==> src/rtl/ht_pkg.sv <==
// rtl/ht_pkg.sv - shared types, widths and hash for the hash-table command front-end
package ht_pkg;

    localparam int KEY_W  = 4;
    localparam int VAL_W  = 4;
    localparam int HASH_W = 3;

    typedef enum logic [1:0] {
        CMD_LOOKUP = 2'd0,
        CMD_INSERT = 2'd1,
        CMD_DELETE = 2'd2,
        CMD_RSVD   = 2'd3
    } ht_cmd_e;

    typedef enum logic [1:0] {
        STATUS_OK       = 2'd0,
        STATUS_FULL     = 2'd1,
        STATUS_NOTFOUND = 2'd2,
        STATUS_BUSY     = 2'd3
    } ht_status_e;

    typedef enum logic [1:0] {
        ST_IDLE  = 2'd0,
        ST_ISSUE = 2'd1,
        ST_WAIT  = 2'd2,
        ST_RESP  = 2'd3
    } ht_state_e;

    typedef struct packed {
        logic [1:0]       cmd;
        logic [KEY_W-1:0] key;
        logic [VAL_W-1:0] val;
    } ht_req_t;

    function automatic logic [HASH_W-1:0] ht_hash(input logic [KEY_W-1:0] key);
        return key[2:0] ^ {2'b00, key[3]};
    endfunction

endpackage

==> src/rtl/ht_cmd_frontend_if.sv <==
// rtl/ht_cmd_frontend_if.sv - request/response handshake bundle for the hash-table front-end
interface ht_cmd_frontend_if;
    import ht_pkg::*;

    logic             req_valid;
    logic             req_ready;
    logic [1:0]       req_cmd;
    logic [KEY_W-1:0] req_key;
    logic [VAL_W-1:0] req_val;

    logic             rsp_valid;
    logic             rsp_ready;
    logic [1:0]       rsp_status;
    logic [VAL_W-1:0] rsp_data;
    logic [1:0]       rsp_cmd;

    modport master (
        output req_valid, req_cmd, req_key, req_val, rsp_ready,
        input  req_ready, rsp_valid, rsp_status, rsp_data, rsp_cmd
    );

    modport slave (
        input  req_valid, req_cmd, req_key, req_val, rsp_ready,
        output req_ready, rsp_valid, rsp_status, rsp_data, rsp_cmd
    );

endinterface

==> src/rtl/ht_req_fifo.sv <==
// rtl/ht_req_fifo.sv - synchronous request FIFO (pointer + count), used when HT_REQ_FIFO_EN is defined
module ht_req_fifo #(
    parameter int DEPTH = 4,
    parameter int W     = 10
) (
    input  logic         clk,
    input  logic         rst,
    input  logic         i_push,
    input  logic [W-1:0] i_wdata,
    input  logic         i_pop,
    output logic [W-1:0] o_rdata,
    output logic         o_full,
    output logic         o_empty
);
    localparam int AW = $clog2(DEPTH);
    localparam logic [AW:0] FULL_CNT = (AW+1)'(DEPTH);

    logic [W-1:0]  r_mem [DEPTH];
    logic [AW-1:0] r_wr_ptr;
    logic [AW-1:0] r_rd_ptr;
    logic [AW:0]   r_count;
    logic          w_push;
    logic          w_pop;

    // A full FIFO refuses a push even when the same cycle pops.
    assign w_push  = i_push && (r_count != FULL_CNT);
    assign w_pop   = i_pop && (r_count != '0);
    assign o_full  = (r_count == FULL_CNT);
    assign o_empty = (r_count == '0);
    assign o_rdata = r_mem[r_rd_ptr];

    always_ff @(posedge clk) begin
        if (rst) begin
            r_wr_ptr <= '0;
            r_rd_ptr <= '0;
            r_count  <= '0;
        end else begin
            if (w_push) begin
                r_mem[r_wr_ptr] <= i_wdata;
                r_wr_ptr        <= r_wr_ptr + 1'b1;
            end
            if (w_pop) begin
                r_rd_ptr <= r_rd_ptr + 1'b1;
            end
            case ({w_push, w_pop})
                2'b10:   r_count <= r_count + 1'b1;
                2'b01:   r_count <= r_count - 1'b1;
                default: r_count <= r_count;
            endcase
        end
    end

endmodule

==> src/rtl/ht_cmd_frontend.sv <==
// rtl/ht_cmd_frontend.sv - hash-table request front-end; optional request FIFO under HT_REQ_FIFO_EN
module ht_cmd_frontend
    import ht_pkg::*;
#(
    parameter int FIFO_DEPTH = 4
) (
    input  logic              clk,
    input  logic              rst,
    ht_cmd_frontend_if.slave  bus,
    output logic              tbl_rst_n,
    output logic              tbl_go,
    output logic [HASH_W-1:0] tbl_hash,
    output logic [KEY_W-1:0]  tbl_key,
    output logic [VAL_W-1:0]  tbl_val,
    output logic [1:0]        tbl_cmd,
    input  logic [1:0]        tbl_status,
    input  logic [VAL_W-1:0]  tbl_out
);
    ht_state_e         r_state;
    ht_state_e         w_next;
    ht_req_t           w_req;
    logic              w_req_avail;
    logic              w_latch;
    logic              w_capture;
    logic [1:0]        r_cmd;
    logic [KEY_W-1:0]  r_key;
    logic [VAL_W-1:0]  r_val;
    logic [HASH_W-1:0] r_hash;
    logic [1:0]        r_rsp_status;
    logic [VAL_W-1:0]  r_rsp_data;
    logic [1:0]        r_rsp_cmd;

    if (FIFO_DEPTH < 2 || (FIFO_DEPTH & (FIFO_DEPTH - 1)) != 0) begin : g_bad_depth
        $error("FIFO_DEPTH must be a power of two of at least 2");
    end

`ifdef HT_REQ_FIFO_EN
    logic    w_fifo_full;
    logic    w_fifo_empty;
    ht_req_t w_push_data;

    assign w_push_data = '{cmd: bus.req_cmd, key: bus.req_key, val: bus.req_val};

    ht_req_fifo #(
        .DEPTH (FIFO_DEPTH),
        .W     ($bits(ht_req_t))
    ) u_req_fifo (
        .clk     (clk),
        .rst     (rst),
        .i_push  (bus.req_valid),
        .i_wdata (w_push_data),
        .i_pop   (w_latch),
        .o_rdata (w_req),
        .o_full  (w_fifo_full),
        .o_empty (w_fifo_empty)
    );

    assign w_req_avail   = !w_fifo_empty;
    assign bus.req_ready = !w_fifo_full;
`else
    assign w_req         = '{cmd: bus.req_cmd, key: bus.req_key, val: bus.req_val};
    assign w_req_avail   = bus.req_valid;
    assign bus.req_ready = (r_state == ST_IDLE);
`endif

    always_ff @(posedge clk) begin
        if (rst) begin
            r_state <= ST_IDLE;
        end else begin
            r_state <= w_next;
        end
    end

    always_comb begin
        w_next    = r_state;
        w_latch   = 1'b0;
        w_capture = 1'b0;
        case (r_state)
            ST_IDLE: begin
                if (w_req_avail) begin
                    w_latch = 1'b1;
                    w_next  = (w_req.cmd == CMD_RSVD) ? ST_RESP : ST_ISSUE;
                end
            end
            ST_ISSUE: begin
                if (tbl_status == STATUS_BUSY) begin
                    w_next = ST_WAIT;
                end
            end
            ST_WAIT: begin
                if (tbl_status != STATUS_BUSY) begin
                    w_capture = 1'b1;
                    w_next    = ST_RESP;
                end
            end
            ST_RESP: begin
                if (bus.rsp_ready) begin
                    w_next = ST_IDLE;
                end
            end
            default: w_next = ST_IDLE;
        endcase
    end

    // Table inputs only load in IDLE so they stay frozen across every probe cycle.
    always_ff @(posedge clk) begin
        if (rst) begin
            r_cmd        <= '0;
            r_key        <= '0;
            r_val        <= '0;
            r_hash       <= '0;
            r_rsp_status <= '0;
            r_rsp_data   <= '0;
            r_rsp_cmd    <= '0;
        end else begin
            if (w_latch) begin
                r_cmd  <= w_req.cmd;
                r_key  <= w_req.key;
                r_val  <= w_req.val;
                r_hash <= ht_hash(w_req.key);
                if (w_req.cmd == CMD_RSVD) begin
                    r_rsp_status <= STATUS_NOTFOUND;
                    r_rsp_data   <= '0;
                    r_rsp_cmd    <= w_req.cmd;
                end
            end
            if (w_capture) begin
                r_rsp_status <= tbl_status;
                r_rsp_data   <= tbl_out;
                r_rsp_cmd    <= r_cmd;
            end
        end
    end

    // go falls combinationally the cycle the table first reports BUSY.
    assign tbl_go         = (r_state == ST_ISSUE) && (tbl_status != STATUS_BUSY);
    assign tbl_rst_n      = ~rst;
    assign tbl_hash       = r_hash;
    assign tbl_key        = r_key;
    assign tbl_val        = r_val;
    assign tbl_cmd        = r_cmd;
    assign bus.rsp_valid  = (r_state == ST_RESP);
    assign bus.rsp_status = r_rsp_status;
    assign bus.rsp_data   = r_rsp_data;
    assign bus.rsp_cmd    = r_rsp_cmd;

endmodule

==> src/flat_wrapper.sv <==
// flat-port wrapper written by rule: the top's interface ports become plain ports
module ht_cmd_frontend_flat import ht_pkg::*;
#(
    parameter int FIFO_DEPTH = 4
)
  (clk, rst, tbl_rst_n, tbl_go, tbl_hash, tbl_key, tbl_val, tbl_cmd, tbl_status, tbl_out, bus_req_valid, bus_req_cmd, bus_req_key, bus_req_val, bus_rsp_ready, bus_req_ready, bus_rsp_valid, bus_rsp_status, bus_rsp_data, bus_rsp_cmd);
  ht_cmd_frontend_if bus_i ();
  input  logic clk;
  input  logic rst;
  output logic tbl_rst_n;
  output logic tbl_go;
  output logic [HASH_W-1:0] tbl_hash;
  output logic [KEY_W-1:0] tbl_key;
  output logic [VAL_W-1:0] tbl_val;
  output logic [1:0] tbl_cmd;
  input  logic [1:0] tbl_status;
  input  logic [VAL_W-1:0] tbl_out;
  input wire logic [$bits(bus_i.req_valid)-1:0] bus_req_valid;
  input wire logic [$bits(bus_i.req_cmd)-1:0] bus_req_cmd;
  input wire logic [$bits(bus_i.req_key)-1:0] bus_req_key;
  input wire logic [$bits(bus_i.req_val)-1:0] bus_req_val;
  input wire logic [$bits(bus_i.rsp_ready)-1:0] bus_rsp_ready;
  output wire logic [$bits(bus_i.req_ready)-1:0] bus_req_ready;
  output wire logic [$bits(bus_i.rsp_valid)-1:0] bus_rsp_valid;
  output wire logic [$bits(bus_i.rsp_status)-1:0] bus_rsp_status;
  output wire logic [$bits(bus_i.rsp_data)-1:0] bus_rsp_data;
  output wire logic [$bits(bus_i.rsp_cmd)-1:0] bus_rsp_cmd;
  assign bus_i.req_valid = bus_req_valid;
  assign bus_i.req_cmd = bus_req_cmd;
  assign bus_i.req_key = bus_req_key;
  assign bus_i.req_val = bus_req_val;
  assign bus_i.rsp_ready = bus_rsp_ready;
  assign bus_req_ready = bus_i.req_ready;
  assign bus_rsp_valid = bus_i.rsp_valid;
  assign bus_rsp_status = bus_i.rsp_status;
  assign bus_rsp_data = bus_i.rsp_data;
  assign bus_rsp_cmd = bus_i.rsp_cmd;
  ht_cmd_frontend #(.FIFO_DEPTH(FIFO_DEPTH)) u_core (.clk(clk), .rst(rst), .bus(bus_i), .tbl_rst_n(tbl_rst_n), .tbl_go(tbl_go), .tbl_hash(tbl_hash), .tbl_key(tbl_key), .tbl_val(tbl_val), .tbl_cmd(tbl_cmd), .tbl_status(tbl_status), .tbl_out(tbl_out));
endmodule
==> config.mk <==
export PLATFORM = sky130hd
export DESIGN_NAME = ht_cmd_frontend_flat
export DESIGN_NICKNAME = d
export VERILOG_FILES = /design/src/rtl/ht_pkg.sv /design/src/rtl/ht_cmd_frontend_if.sv /design/src/rtl/ht_req_fifo.sv /design/src/rtl/ht_cmd_frontend.sv /design/src/flat_wrapper.sv
export SDC_FILE = /design/constraint.sdc
export NUM_CORES = 1
export LEC_CHECK = 0
export ABC_AREA = 1
export ABC_CLOCK_PERIOD_IN_PS = 1800
export BUFFER_PORTS_ARGS = -buffer_cell sky130_fd_sc_hd__buf_4
export CAP_MARGIN = 0
export CORE_ASPECT_RATIO = 0.8
export CORE_UTILIZATION = 45
export CTS_CLUSTER_DIAMETER = 200
export DETAILED_ROUTE_END_ITERATION = 12
export PLACE_DENSITY = 0.77
export RECOVER_POWER = 100
export SYNTH_ARGS = -nofsm -noshare
export SYNTH_HDL_FRONTEND = slang
export SYNTH_SLANG_ARGS = --single-unit
==> constraint.sdc <==
create_clock -name clk -period 1.8 [get_ports clk]
set_clock_uncertainty 0.15 [all_clocks]
set_input_delay 0.27 -clock clk [delete_from_list [all_inputs] [get_ports clk]]
set_output_delay 0.27 -clock clk [all_outputs]
set_load 0.02 [all_outputs]
Word level (Yosys, flattened, before mapping). Cells that the tools add are included.

Bits in registers: 23. Bits in latches: 0. Bits in writable memories: 0. ROM bits: 0. Input bits: 20. Output and inout port bits: 25. Logic and storage cells: 45. Memories kept: 0.

$add $sub $neg: 0. $mul: 0. Divide/modulo/power cells: 0. Magnitude comparators: 0. Equality and inequality tests: 10. Shifts and indexed selects: 0. Muxes and demuxes: 19. Bitwise gates (word level): 2. Reduce and logical (&&, ||, !) cells: 6.

Operators by type and width (count): two-way mux 2 bit (11); two-way mux 4 bit (3); == test 2 bit (second input constant) (4); one-hot mux 2 bit (4 select lines) (1); != test 2 bit (second input constant) (3); two-way mux 1 bit (4); != test 2 x 1 -> 1 bit (second input constant) (2); AND reduction 4 bit (1); nonzero test 2 bit (2); bitwise XOR 3 x 1 -> 3 bit (1); == test 2 x 1 -> 1 bit (second input constant) (1); logical NOT 2 bit (1); AND reduction 2 bit (1); logical AND 1 bit (1); NOT 1 bit (1).

Depth between registers and ports, before layout. Gate-level depths: netlist of run 1.

Word-level depth: 5. Gate-level depth with buffers: 8.

Worst setup path before layout of run 1. OpenSTA, ideal clock, no wires.

Path type: register to register. Start: reg u_core.r_state[0]. End: reg u_core.r_rsp_status[1] (netlist: u_core.bus.rsp_status[1]). Arrival time: 1.259 ns. Setup slack: 0.275 ns. Stages on the path, launching flop included: 9. Path buffers: 0. Clock period less this slack: 1.525 ns. Cell sequence: dfxtp_1 > inv_1 > ha_1 > nand2_4 > inv_8 > nand2_8 > nand2_4 > o21ai_0 > inv_1.

Cells in the longest elaborated chain, start to end: 4. Elaborated cells on any way between the ends: 8.

RTL lines: from (decl) (line ht_cmd_frontend.sv:19) `ht_state_e r_state;`; from (signal assigned) (line ht_cmd_frontend.sv:70) `r_state <= w_next;`; logical NOT 2 bit; net bus_req_ready (line flat_wrapper.sv:23) `output wire logic [$bits(bus_i.req_ready)-1:0] bus_req_ready;`; two-way mux 1 bit (line ht_cmd_frontend.sv:78) `case (r_state)`; nonzero test 2 bit (no line); AND reduction 2 bit (no line); to (signal assigned) (line ht_cmd_frontend.sv:128) `r_rsp_status <= tbl_status;`; to (decl) (line ht_cmd_frontend.sv:29) `logic [1:0] r_rsp_status;`.

The timed path passes the listed nets, and every way through them passes these cells. A chain may end at the register's enable or synchronous reset.

Final worst setup path of run 1.
Start: reg u_core.r_state[0]. End: out bus_req_ready.

Cells in the longest elaborated chain, start to end: 1.

RTL lines: logical NOT 2 bit (line ht_cmd_frontend.sv:63) `assign bus.req_ready = (r_state == ST_IDLE);`; to (decl) (line flat_wrapper.sv:23).

No other way between the ends.

==> results of run 1 <==
-- report_power, final --
part | switching, mW | internal (mW) | total [mW]
Clock | 0.141 | 0.0829 | 0.224
Sequential | 0.0860 | 0.595 | 0.681
Combinational | 0.629 | 0.298 | 0.927
-- layout make-up --
type / instances / area share (%)
Tap cell: 24 / 2.459
Timing Repair Buffer: 44 / 20.08
Clock inverter: 1 / 0.4098
Sequential cell: 21 / 34.53
Inverter: 14 / 4.918
Clock buffer: 3 / 1.844
Multi-Input combinational cell: 87 / 35.76
-- worst reg2reg max path: cells and delay by family (launching register included) --
kind / cells / cell delay [ps]
flip-flops: 1 / 400
adder cells (fa/ha/maj): 1 / 290
buffers and inverters: 2 / 170
AO/OA/AOI/OAI: 1 / 200
AND/OR/NAND/NOR: 4 / 380
-- routing by layer --
layer	vias to the layer above	GRT usage [%]	share of wire [%]
li1	479	-	-
met1	409	23.67	43
met2	34	35.85	49
met3	2	9.825	7.5
met4	0	4.615	0.44
met5	-	0	0
-- cell families (layout without fill, tap and decap cells) --
kind of cell	count (synthesis)	count (layout)
adders and majority gates	5	5
DFF	21	21
and+or+nand+nor	61	61
AOI/OAI and AO/OA	21	21
buffers and inverters	19	62
-- flip-flops by register name (all words and copies together) (netlist names) --
name and flops:
u_core.tbl_cmd 2, u_core.tbl_val 4, u_core.r_state 2, u_core.bus.rsp_status 2, u_core.bus.rsp_data 4, u_core.bus.rsp_cmd 2
u_core.tbl_hash 2, u_core.tbl_key 3
-- layout by cell type, fill, tap and decap left out --
cell	n
clkbuf_4	3
o21ai_0	11
dfxtp_2	1
nand2_8	1
nand2_1	21
clkbuf_2	1
clkinv_2	1
clkbuf_1	22
a21oi_1	8
nor2_1	28
nor2_2	2
nand3_1	7
buf_4	21
nand2_2	1
dfxtp_1	20
nand2_4	1
inv_8	1
inv_1	13
ha_1	5
o21ai_1	2
-- what timing repair did --
| item | 4_1_cts | 5_1_grt |
|---|---|---|
| setup buffers | 0 | 0 |
| endpoints found under the setup margin | 0 | 1 |
| gates resized for setup | 0 | 1 |
-- worst max-delay path by stage --
stage / endpoint / from / depth (start not counted) / slack [ps]
2_1_floorplan: u_core.bus.rsp_status[1]$_SDFFE_PP0P_ / u_core.r_state[0]$_SDFFE_PP0P_ / 8 / 280
3_3_place_gp: u_core.bus.rsp_status[1]$_SDFFE_PP0P_ / u_core.r_state[0]$_SDFFE_PP0P_ / 8 / 260
3_5_place_dp: u_core.bus.rsp_status[1]$_SDFFE_PP0P_ / u_core.r_state[0]$_SDFFE_PP0P_ / 8 / 170
4_1_cts: tbl_go / u_core.r_state[1]$_SDFFE_PP0P_ / 5 / 60
5_1_grt: bus_req_ready / u_core.r_state[0]$_SDFFE_PP0P_ / 3 / 20
6_report: bus_req_ready / u_core.r_state[0]$_SDFFE_PP0P_ / 3 / 100
==> results by group, run 1 <==
Worst setup path
  • CP peak stage delay: 400 ps
  • R2R depth: 8
  • CP endpoint kind: primary output
  • Buffers plus inverters on the worst setup path: 2
  • Critical Path RT: 1380 ps
  • Flop2flop setup slack: 130 ps
  • Critical-path cell list: inv_1 -> ha_1 -> buf_4
  • Reg-to-Reg End: u_core.bus.rsp_cmd[1]$_SDFFE_PP0P_
  • Worst-path maximum fanout: 6
  • Crit-path slowest cell: dfxtp_1
  • FF-to-FF Start: u_core.r_state[0]$_SDFFE_PP0P_
  • Crit path launch type: flip-flop
  • CP arrival: 1280 ps
  • Crit path kind: flip-flop to primary output
  • Delay-heaviest family, CP: flip-flops

Layout
  • Area Overhead vs Synth: 24.02%
  • Antenna cells: 0
  • # nets final: 196
  • Post-layout util: 62.24%
  • Finished Cell Area: 1221 sq um
  • # fillers: 198
  • Layout cells sized above 1: 19.41%
  • Reg area: 421.7 sq um
  • Finished Layout Cells: 194
  • Multi-input logic area: 436.7 sq um

Floorplanning
  • Io pins: 45
  • Die H: 43.84 um
  • Core area: 1962 sq um
  • Die Area: 2381 sq um
  • Starting Density: 50.19%
  • Placement Rows: 14
  • Die W: 54.30 um

Detailed routing
  • # DRC: 0
  • DRT iter0 DRCs: 21
  • Drt first pass iters: 4
  • Final WL: 2.251 mm
  • Routed Antenna Nets: 0
  • Vias/cell: 4.763
  • Vias post-DR: 924
  • WL per Instance: 11.60 um

Clocking
  • Reg clk slew, reported paths: 120 ps
  • TritonCTS clock tree: yes
  • Clk_lat worst skew: 300 ps
  • Cts bufs inserted: 3
  • Clock Tree Buf Depth: 2
  • Clk sink count: 21
  • H-tree depth: 1
  • Cts hold-fix bufs: 0
  • CTS root buffer: clkbuf_4

Power
  • Max VDD drop: 0.001071 V
  • P per Cell Area: 1500 nW/um^2
  • Total Power: 1.832 mW
  • P_leak: 0.5902 nW

Yosys
  • Synth Area in Simple Gates: 28.84%
  • Syn Nets: 152
  • Most frequent cell after synthesis: nor2_1
  • Flops & latches, synth: 21
  • Syn avg cell area: 7.753 sq um
  • Post-Syn Area: 984.7 sq um
  • Post-synth ARST share: 0%
  • Commonest cells in the synthesized netlist: nor2_1, dfxtp_1, nand2_1
  • Synth Area in Compound Gates: 11.44%
  • Netlist cell types: 20
  • Main synth FF type: dfxtp_1
  • Seq/Total Area, Yosys: 42.69%
  • Synth warnings: 0
  • Post-Synth Adder-Cell Area: 6.353%
  • Post-synthesis xor/xnor area fraction: 0%
  • Top cell type's share of synthesized area: 42.69%
  • Multiplexer area fraction after synthesis: 0%
  • Yosys top cell by area: dfxtp_1
  • Largest family of logic cells by synthesized area: simple AND/OR/NAND/NOR gates
  • Mapped Cells: 127
  • Number of enable flip-flop cells after synthesis: 0
  • Top post-synthesis cells by area: dfxtp_1, nor2_1, nand2_1

Timing
  • Final Slew Violations: 0
  • Worst hold slack: 39.81 ps
  • Min cycle time layout: 1696 ps
  • Fin crit share: 94.24%
  • Worst-margin pin slew: 341.9 ps
  • Max Freq: 589.5 MHz
  • Rel. slew slack: 77.18%
  • Final setup vio count: 0
  • Final setup TNS: 0 ps
  • Count of final hold-check violations: 0
  • RSZ-0062 raised after global routing: no
  • Setup ws final: 103.7 ps

Min path
  • HP Class: primary input to flip-flop
  • Hold Path Sink: u_core.bus.rsp_data[3]$_SDFFE_PP0P_
  • Hold_sp: rst
  • WHS Path Cells: 2

Placement
  • Placer Congestion: 0.7527
  • Post-Place Cells: 190
  • Post-DP HPWL: 1.793 mm
  • Port bufs: 44
  • Placed cell areas: 1300 sq um
  • Place WS: 167.7 ps

Global routing
  • Largest net degree at the start of global routing: 15
  • Initial antenna violation count: 0
  • GR Util All Layers: 21.06%
  • Number of global-route vias before repair: 828
  • Total grt overflow: 0
  • First-pass GRT wire length: 3.539 mm

Status
  • Outcome: finished, final reports clean

Job
  • MaxCap Viol Count: 0
Note: power is estimated with default switching activity, not from simulation.
==> inputs of run 2 (changes only) <==
Settings changed: SYNTH_HIERARCHICAL from default to 1.
==> run 2 against run 1 <==
  * Cell area grew 0.41%
  * Clock power up 6%
  * Combinational power shrank 4.7%
  * Largest cell class unchanged
  * Highest routed layer unchanged
==> results by group, run 2 <==
Status
  • Outcome: finished, final reports clean

Global routing
  • Total grt overflow: 0 (unchanged)
  • First-pass GRT wire length: 3.629 mm (+2.5%)
  • Largest net degree at the start of global routing: 14 (-1)
  • GR Util All Layers: 21.99% (+0.93 points)
  • Initial antenna violation count: 0 (unchanged)
  • Number of global-route vias before repair: 825 (-0.36%)

Worst setup path
  • Worst-path maximum fanout: 6 (unchanged)
  • R2R depth: 8 (unchanged)
  • Crit path launch type: flip-flop
  • Reg-to-Reg End: u_core/bus.rsp_cmd[1]$_SDFFE_PP0P_
  • Crit-path slowest cell: dfxtp_1
  • Crit path kind: flip-flop to primary output
  • FF-to-FF Start: u_core/r_state[0]$_SDFFE_PP0P_
  • CP peak stage delay: 390 ps (about the same)
  • CP arrival: 1270 ps (about the same)
  • Delay-heaviest family, CP: flip-flops
  • Critical Path RT: 1380 ps (about the same)
  • Flop2flop setup slack: 140 ps (about the same)
  • CP endpoint kind: primary output
  • Critical-path cell list: inv_1 -> ha_1 -> buf_4
  • Buffers plus inverters on the worst setup path: 2 (unchanged)

Placement
  • Post-DP HPWL: 1.674 mm (-6.6%)
  • Placer Congestion: 0.8174 (+8.6%)
  • Port bufs: 44 (unchanged)

Timing
  • Max Freq: 593.5 MHz (+0.67%)
  • Fin crit share: 93.61% (-0.62 points)
  • Rel. slew slack: 81.89% (+4.7 points)
  • Count of final hold-check violations: 0 (unchanged)
  • Final Slew Violations: 0 (unchanged)
  • Worst hold slack: 20.54 ps (-19.27 ps)
  • Worst-margin pin slew: 272.8 ps (-69.11 ps)
  • RSZ-0062 raised after global routing: no
  • Final setup TNS: 0 ps (unchanged)
  • Min cycle time layout: 1685 ps (-11.24 ps)
  • Final setup vio count: 0 (unchanged)

Layout
  • Antenna cells: 0 (unchanged)
  • Area Overhead vs Synth: 25.80%
  • Commonest cells after routing, fill and taps aside: nor2_1, clkbuf_1, buf_4, dfxtp_1, nand2_1
  • Most common cell after layout, fill and taps aside: nor2_1
  • Layout cells sized above 1: 18.97% (-0.45 points)
  • # nets final: 199 (+1.5%)

Min path
  • Hold_sp: rst
  • WHS Path Cells: 2 (unchanged)
  • Hold Path Sink: u_core/tbl_key[3]$_SDFFE_PP0P_
  • HP Class: primary input to flip-flop

Power
  • Gate power share: 49.0% (-1.6 points)
  • Internal power: 968.5 uW (-0.76%)
  • Max VDD drop: 0.0008709 V (-19%)
  • Switching share of power: 46.23% (-0.49 points)
  • P per Cell Area: 1469 nW/um^2 (-2.1%)
  • Sequential group share of total power: 37.8% (+0.6 points)
  • Clock power frac: 13.2% (+1.0 points)
  • P_leak: 0.6030 nW (+2.2%)
  • Psw: 832.7 uW (-2.7%)

Clocking
  • TritonCTS clock tree: yes
  • Clk_lat worst skew: 320 ps (+20 ps)
  • CTS resizes: 0 (unchanged)
  • Setup Fix Bufs, Post-CTS: 0 (unchanged)
  • CTS root buffer: clkbuf_4
  • Reg clk slew, reported paths: 130 ps (about the same)
  • Cts bufs inserted: 3 (unchanged)
  • Clock Tree Buf Depth: 2 (unchanged)
  • H-tree depth: 1 (unchanged)
  • Cts hold-fix bufs: 0 (unchanged)
  • Clk sink count: 21 (unchanged)

Detailed routing
  • Met3 wire length: 149 um (-11%)
  • Vias/cell: 4.798 (+0.74%)
  • Final WL: 2.204 mm (-2.1%)
  • WL met1: 978 um (+0.41%)
  • Vias post-DR: 950 (+2.8%)
  • Top Layer Used: met4
  • # DRC: 0 (unchanged)
  • DRT iter0 DRCs: 27 (+29%)
  • WL per Instance: 11.13 um (-4.1%)
  • Met2 wire len: 1.039 mm (-5.3%)
  • Drt first pass iters: 4 (unchanged)
  • Routed Antenna Nets: 0 (unchanged)

Yosys
  • Seq/Total Area, Yosys: 43.13% (+0.44 points)
  • Post-Syn Area: 974.7 sq um (-1.0%)
  • Post-Synth Adder-Cell Area: 5.135% (-1.2 points)
  • Flops & latches, synth: 21 (unchanged)
  • Synth Area in Simple Gates: 27.98% (-0.86 points)
  • Top post-synthesis cells by area: dfxtp_1, nor2_1, nand2_1
  • Synth Area in Compound Gates: 12.07% (+0.63 points)
  • Syn avg cell area: 7.498 sq um (-3.3%)
  • Syn Nets: 154 (+1.3%)
  • Top cell type's share of synthesized area: 43.13% (+0.44 points)
  • Mapped Cells: 130 (+2.4%)
  • Multiplexer area fraction after synthesis: 0% (unchanged)
  • Netlist cell types: 17 (-15%)
  • Largest family of logic cells by synthesized area: simple AND/OR/NAND/NOR gates
  • Most frequent cell after synthesis: nor2_1
  • Main synth FF type: dfxtp_1
  • Post-synthesis xor/xnor area fraction: 0% (unchanged)
  • Synth warnings: 6 (+6)
  • Post-synth ARST share: 0% (unchanged)
  • Commonest cells in the synthesized netlist: nor2_1, dfxtp_1, nand2_1
  • Yosys top cell by area: dfxtp_1
  • Number of enable flip-flop cells after synthesis: 0 (unchanged)

Floorplanning
  • Core area: 1962 sq um (unchanged)
  • Io pins: 45 (unchanged)
  • Die Area: 2357 sq um (-0.98%)
  • Starting Density: 49.68% (-0.51 points)
  • Die W: 54.04 um (-0.49%)
  • Placement Rows: 14 (unchanged)
  • Die H: 43.63 um (-0.49%)

Job
  • MaxCap Viol Count: 0 (unchanged)
[run 2: worst reg2reg max path: stages (launching register included)]
cell and delay (ps):
dfxtp_1 390, inv_1 80, ha_1 290, nand2_4 170
inv_6 70, nand2_4 110, nand2_4 60, o21ai_0 200
nor2_2 40
[run 2: worst max-delay path by stage]
stage	from	end	slack, ps	depth (start not counted)
floorplan	u_core/r_state[0]$_SDFFE_PP0P_	u_core/bus.rsp_status[1]$_SDFFE_PP0P_	280	8
global placement	u_core/r_state[0]$_SDFFE_PP0P_	u_core/bus.rsp_status[1]$_SDFFE_PP0P_	250	8
detailed placement	u_core/r_state[0]$_SDFFE_PP0P_	u_core/bus.rsp_status[1]$_SDFFE_PP0P_	160	8
CTS	u_core/r_state[0]$_SDFFE_PP0P_	bus_req_ready	100	3
global route	u_core/r_state[0]$_SDFFE_PP0P_	bus_req_ready	30	3
finish	u_core/r_state[0]$_SDFFE_PP0P_	bus_req_ready	110	3
[run 2: final cells by class]
| type | instances | area (sq um) |
|---|---|---|
| multi-input cells | 87 | 430.4 |
| repair buffers | 45 | 249.0 |
| flip-flops and latches | 21 | 420.4 |
| clock buffers | 3 | 22.52 |
| clock inverters | 1 | 5.005 |
| inverters | 17 | 68.82 |
| fillers | 200 | 735.7 |
| well taps | 24 | 30.03 |
[run 2: stage by stage]
stage | std cells | worst slack, ps | power [mW] | util (%) | instance area (sq um)
detailed placement | 194 | 159.4 | 1.702 | 66.14 | 1297
CTS | 198 | 102.4 | 1.938 | 67.54 | 1325
floorplan | 130 | 276.5 | 1.376 | - | 974.7
global route | 198 | 30.13 | 1.950 | 62.50 | 1226
global placement | 194 | 246.2 | 1.682 | 66.14 | 1297
finish | 198 | 115.0 | 1.801 | 62.50 | 1226
[run 2: cells by family (layout without fill, tap and decap cells)]
logic type / Yosys count / count (layout)
and+or+nand+nor: 61 / 61
adders and majority gates: 4 / 4
DFF: 21 / 21
AOI/OAI and AO/OA: 22 / 22
buffers and inverters: 22 / 66
[run 2: power by group through the flow]
stage / Clock, mW / Sequential, mW / Combinational [mW]
2_1_floorplan: 0 / 0.819 / 0.557
3_5_place_dp: 0 / 0.699 / 1.00
3_3_place_gp: 0 / 0.696 / 0.986
5_1_grt: 0.263 / 0.699 / 0.988
6_report: 0.238 / 0.681 / 0.883
4_1_cts: 0.242 / 0.690 / 1.01
[run 2: metal layers]
metal  global-route usage, %  vias up
li1                        -      491
met1                   25.43      426
met2                   36.54       28
met3                   7.719        5
met4                   9.231        0
met5                       0        -
==> inputs of run 3 (changes only) <==
Settings changed: ABC_CLOCK_PERIOD_IN_PS 1800 to 1600, SETUP_SLACK_MARGIN from default to 0.1.
Clock period 1.8 ns to 1.6 ns, I/O delays scaled along.
==> run 3 against run 2 <==
  * Sequential share of layout area is 2.2 points lower
  * Clock power up 5%
  * Hold slack got worse by 9.7 ps
  * First-iteration DRC count down 26%
  * Via count grew 4.0%
  * Largest cell class unchanged
==> results by group, run 3 (same netlist as run 2, synthesis figures left out) <==
Timing
  • RSZ-0062 raised after global routing: yes
  • Final Slew Violations: 0 (unchanged)
  • Count of final hold-check violations: 0 (unchanged)
  • Max Freq: 654.1 MHz
  • Final setup TNS: 0 ps (unchanged)
  • Min cycle time layout: 1529 ps
  • Final setup vio count: 0 (unchanged)
  • Fin crit share: 95.54%
  • Rel. slew slack: 81.74% (-0.15 points)
  • Worst-margin pin slew: 273.6 ps (+0.7938 ps)

Clocking
  • H-tree depth: 1 (unchanged)
  • Clk_lat worst skew: 300 ps (-20 ps)
  • CTS root buffer: clkbuf_4
  • Clock Tree Buf Depth: 2 (unchanged)
  • TritonCTS clock tree: yes
  • Cts bufs inserted: 3 (unchanged)
  • Reg clk slew, reported paths: 120 ps (about the same)
  • Clk sink count: 21 (unchanged)

Min path
  • Hold_sp: rst
  • Hold Path Sink: u_core/tbl_key[0]$_SDFFE_PP0P_
  • HP Class: primary input to flip-flop
  • WHS Path Cells: 2 (unchanged)

Global routing
  • Largest net degree at the start of global routing: 14 (unchanged)
  • Initial antenna violation count: 0 (unchanged)
  • GR Util All Layers: 22.08% (+0.088 points)
  • Number of global-route vias before repair: 886 (+7.4%)
  • Total grt overflow: 0 (unchanged)
  • First-pass GRT wire length: 3.808 mm (+4.9%)

Detailed routing
  • Routed Antenna Nets: 0 (unchanged)
  • DRT iter0 DRCs: 20 (-26%)
  • Vias/cell: 4.891 (+1.9%)
  • WL per Instance: 11.40 um (+2.4%)
  • Final WL: 2.303 mm (+4.5%)
  • # DRC: 0 (unchanged)
  • Drt first pass iters: 4 (unchanged)
  • Vias post-DR: 988 (+4.0%)

Layout
  • Finished Layout Cells: 202 (+2.0%)
  • Antenna cells: 0 (unchanged)
  • Most common cell after layout, fill and taps aside: nor2_1
  • Layout cells sized above 1: 25.84% (+6.9 points)
  • Commonest cells after routing, fill and taps aside: nor2_1, buf_4, clkbuf_1
  • # nets final: 203 (+2.0%)
  • Post-layout util: 67.47% (+5.0 points)
  • Finished Cell Area: 1324 sq um (+8.0%)
  • Area Overhead vs Synth: 35.82%

Floorplanning
  • Die H: 43.63 um (unchanged)
  • Io pins: 45 (unchanged)
  • Die W: 54.04 um (unchanged)
  • Die Area: 2357 sq um (unchanged)
  • Core area: 1962 sq um (unchanged)
  • Placement Rows: 14 (unchanged)
  • Starting Density: 49.68% (unchanged)

Power
  • Switching share of power: 45.55% (-0.68 points)
  • Psw: 1.003 mW (+20%)
  • Internal power: 1.199 mW (+24%)
  • Clock power frac: 11.4% (-1.8 points)
  • Sequential group share of total power: 35.5% (-2.3 points)
  • Gate power share: 53.1% (+4.1 points)
  • Max VDD drop: 0.001223 V (+40%)
  • P_leak: 0.6231 nW (+3.3%)
  • P per Cell Area: 1664 nW/um^2 (+13%)

Placement
  • Placer Congestion: 0.7995 (-2.2%)
  • Placed cell areas: 1300 sq um (+0.19%)
  • Port bufs: 44 (unchanged)
  • Post-Place Cells: 194 (unchanged)
  • Post-DP HPWL: 1.681 mm (+0.37%)

Worst setup path
  • Worst-path maximum fanout: 6 (unchanged)
  • Crit path kind: flip-flop to primary output
  • Critical Path RT: 1210 ps (-170 ps)
  • R2R depth: 6 (-2)
  • FF-to-FF Start: u_core/r_state[1]$_SDFFE_PP0P_
  • CP arrival: 1140 ps (-130 ps)
  • Crit path launch type: flip-flop
  • Reg-to-Reg End: u_core/bus.rsp_cmd[0]$_SDFFE_PP0P_
  • CP endpoint kind: primary output
  • Flop2flop setup slack: 110 ps (-30 ps)

Status
  • Outcome: finished, final reports clean

Job
  • MaxCap Viol Count: 0 (unchanged)
-- run 3: cell types whose count changed in the layout (fill, tap and decap cells not counted), sizes merged --
cell / previous run / this run
buf: 21 / 24
clkbuf: 27 / 26
dlygate4sd3: 0 / 2
-- run 3: per-layer routing --
layer  up-vias  global-route usage [%]  wire length [um]
li1        504                       -                 -
met1       455                   28.10              1014
met2        27                   37.28              1120
met3         2                   7.018               156
met4         0                   3.077                11
met5         -                       0                 0
-- run 3: power groups by stage --
stage	clock network, mW	registers (mW)	logic [mW]
5_1_grt	0.280	0.800	1.30
6_report	0.251	0.781	1.17
3_5_place_dp	0	0.786	1.13
4_1_cts	0.262	0.789	1.21
2_1_floorplan	0	0.921	0.636
3_3_place_gp	0	0.783	1.11
-- run 3: area by class of cell --
cell class | instances | area (sq um)
inverters | 17 | 73.82
flip-flops and latches | 21 | 424.2
multi-input cells | 87 | 476.7
clock inverters | 1 | 5.005
well taps | 24 | 30.03
repair buffers | 49 | 291.5
clock buffers | 3 | 22.52
fillers | 197 | 638.1
-- run 3: worst max-delay path by stage --
stage                              startpoint                                    end  slack [ps]  depth (start not counted)
6_report       u_core/r_state[0]$_SDFFE_PP0P_                          bus_req_ready          70                          3
5_1_grt        u_core/r_state[0]$_SDFFE_PP0P_                          bus_req_ready          30                          3
4_1_cts        u_core/r_state[1]$_SDFFE_PP0P_                                 tbl_go          70                          5
3_5_place_dp   u_core/r_state[0]$_SDFFE_PP0P_  u_core/bus.rsp_status[1]$_SDFFE_PP0P_          60                          8
3_3_place_gp   u_core/r_state[0]$_SDFFE_PP0P_  u_core/bus.rsp_status[1]$_SDFFE_PP0P_         120                          8
2_1_floorplan  u_core/r_state[0]$_SDFFE_PP0P_  u_core/bus.rsp_status[1]$_SDFFE_PP0P_         180                          8
-- run 3: worst max-delay path, stage by stage, from the launching register on --
cell      delay, ps
dfxtp_4         380
inv_2            80
ha_4            190
clkbuf_2        190
-- run 3: stage by stage --
stage          total power, mW  setup WS [ps]  hold slack (ps)
4_1_cts                  2.263          66.79            1.152
2_1_floorplan            1.557          184.9            237.1
5_1_grt                  2.380          25.80            1.916
3_5_place_dp             1.920          61.25            315.3
3_3_place_gp             1.898          121.4            318.8
6_report                 2.202          71.28            10.87
-- run 3: timing repair --
item	in CTS	in global routing
endpoints found under the setup margin	5	12
buffers inserted	1	1
hold buffers	2	0
resized for setup	8	12
pin swaps	1	3
hold endpoints to repair	1	0
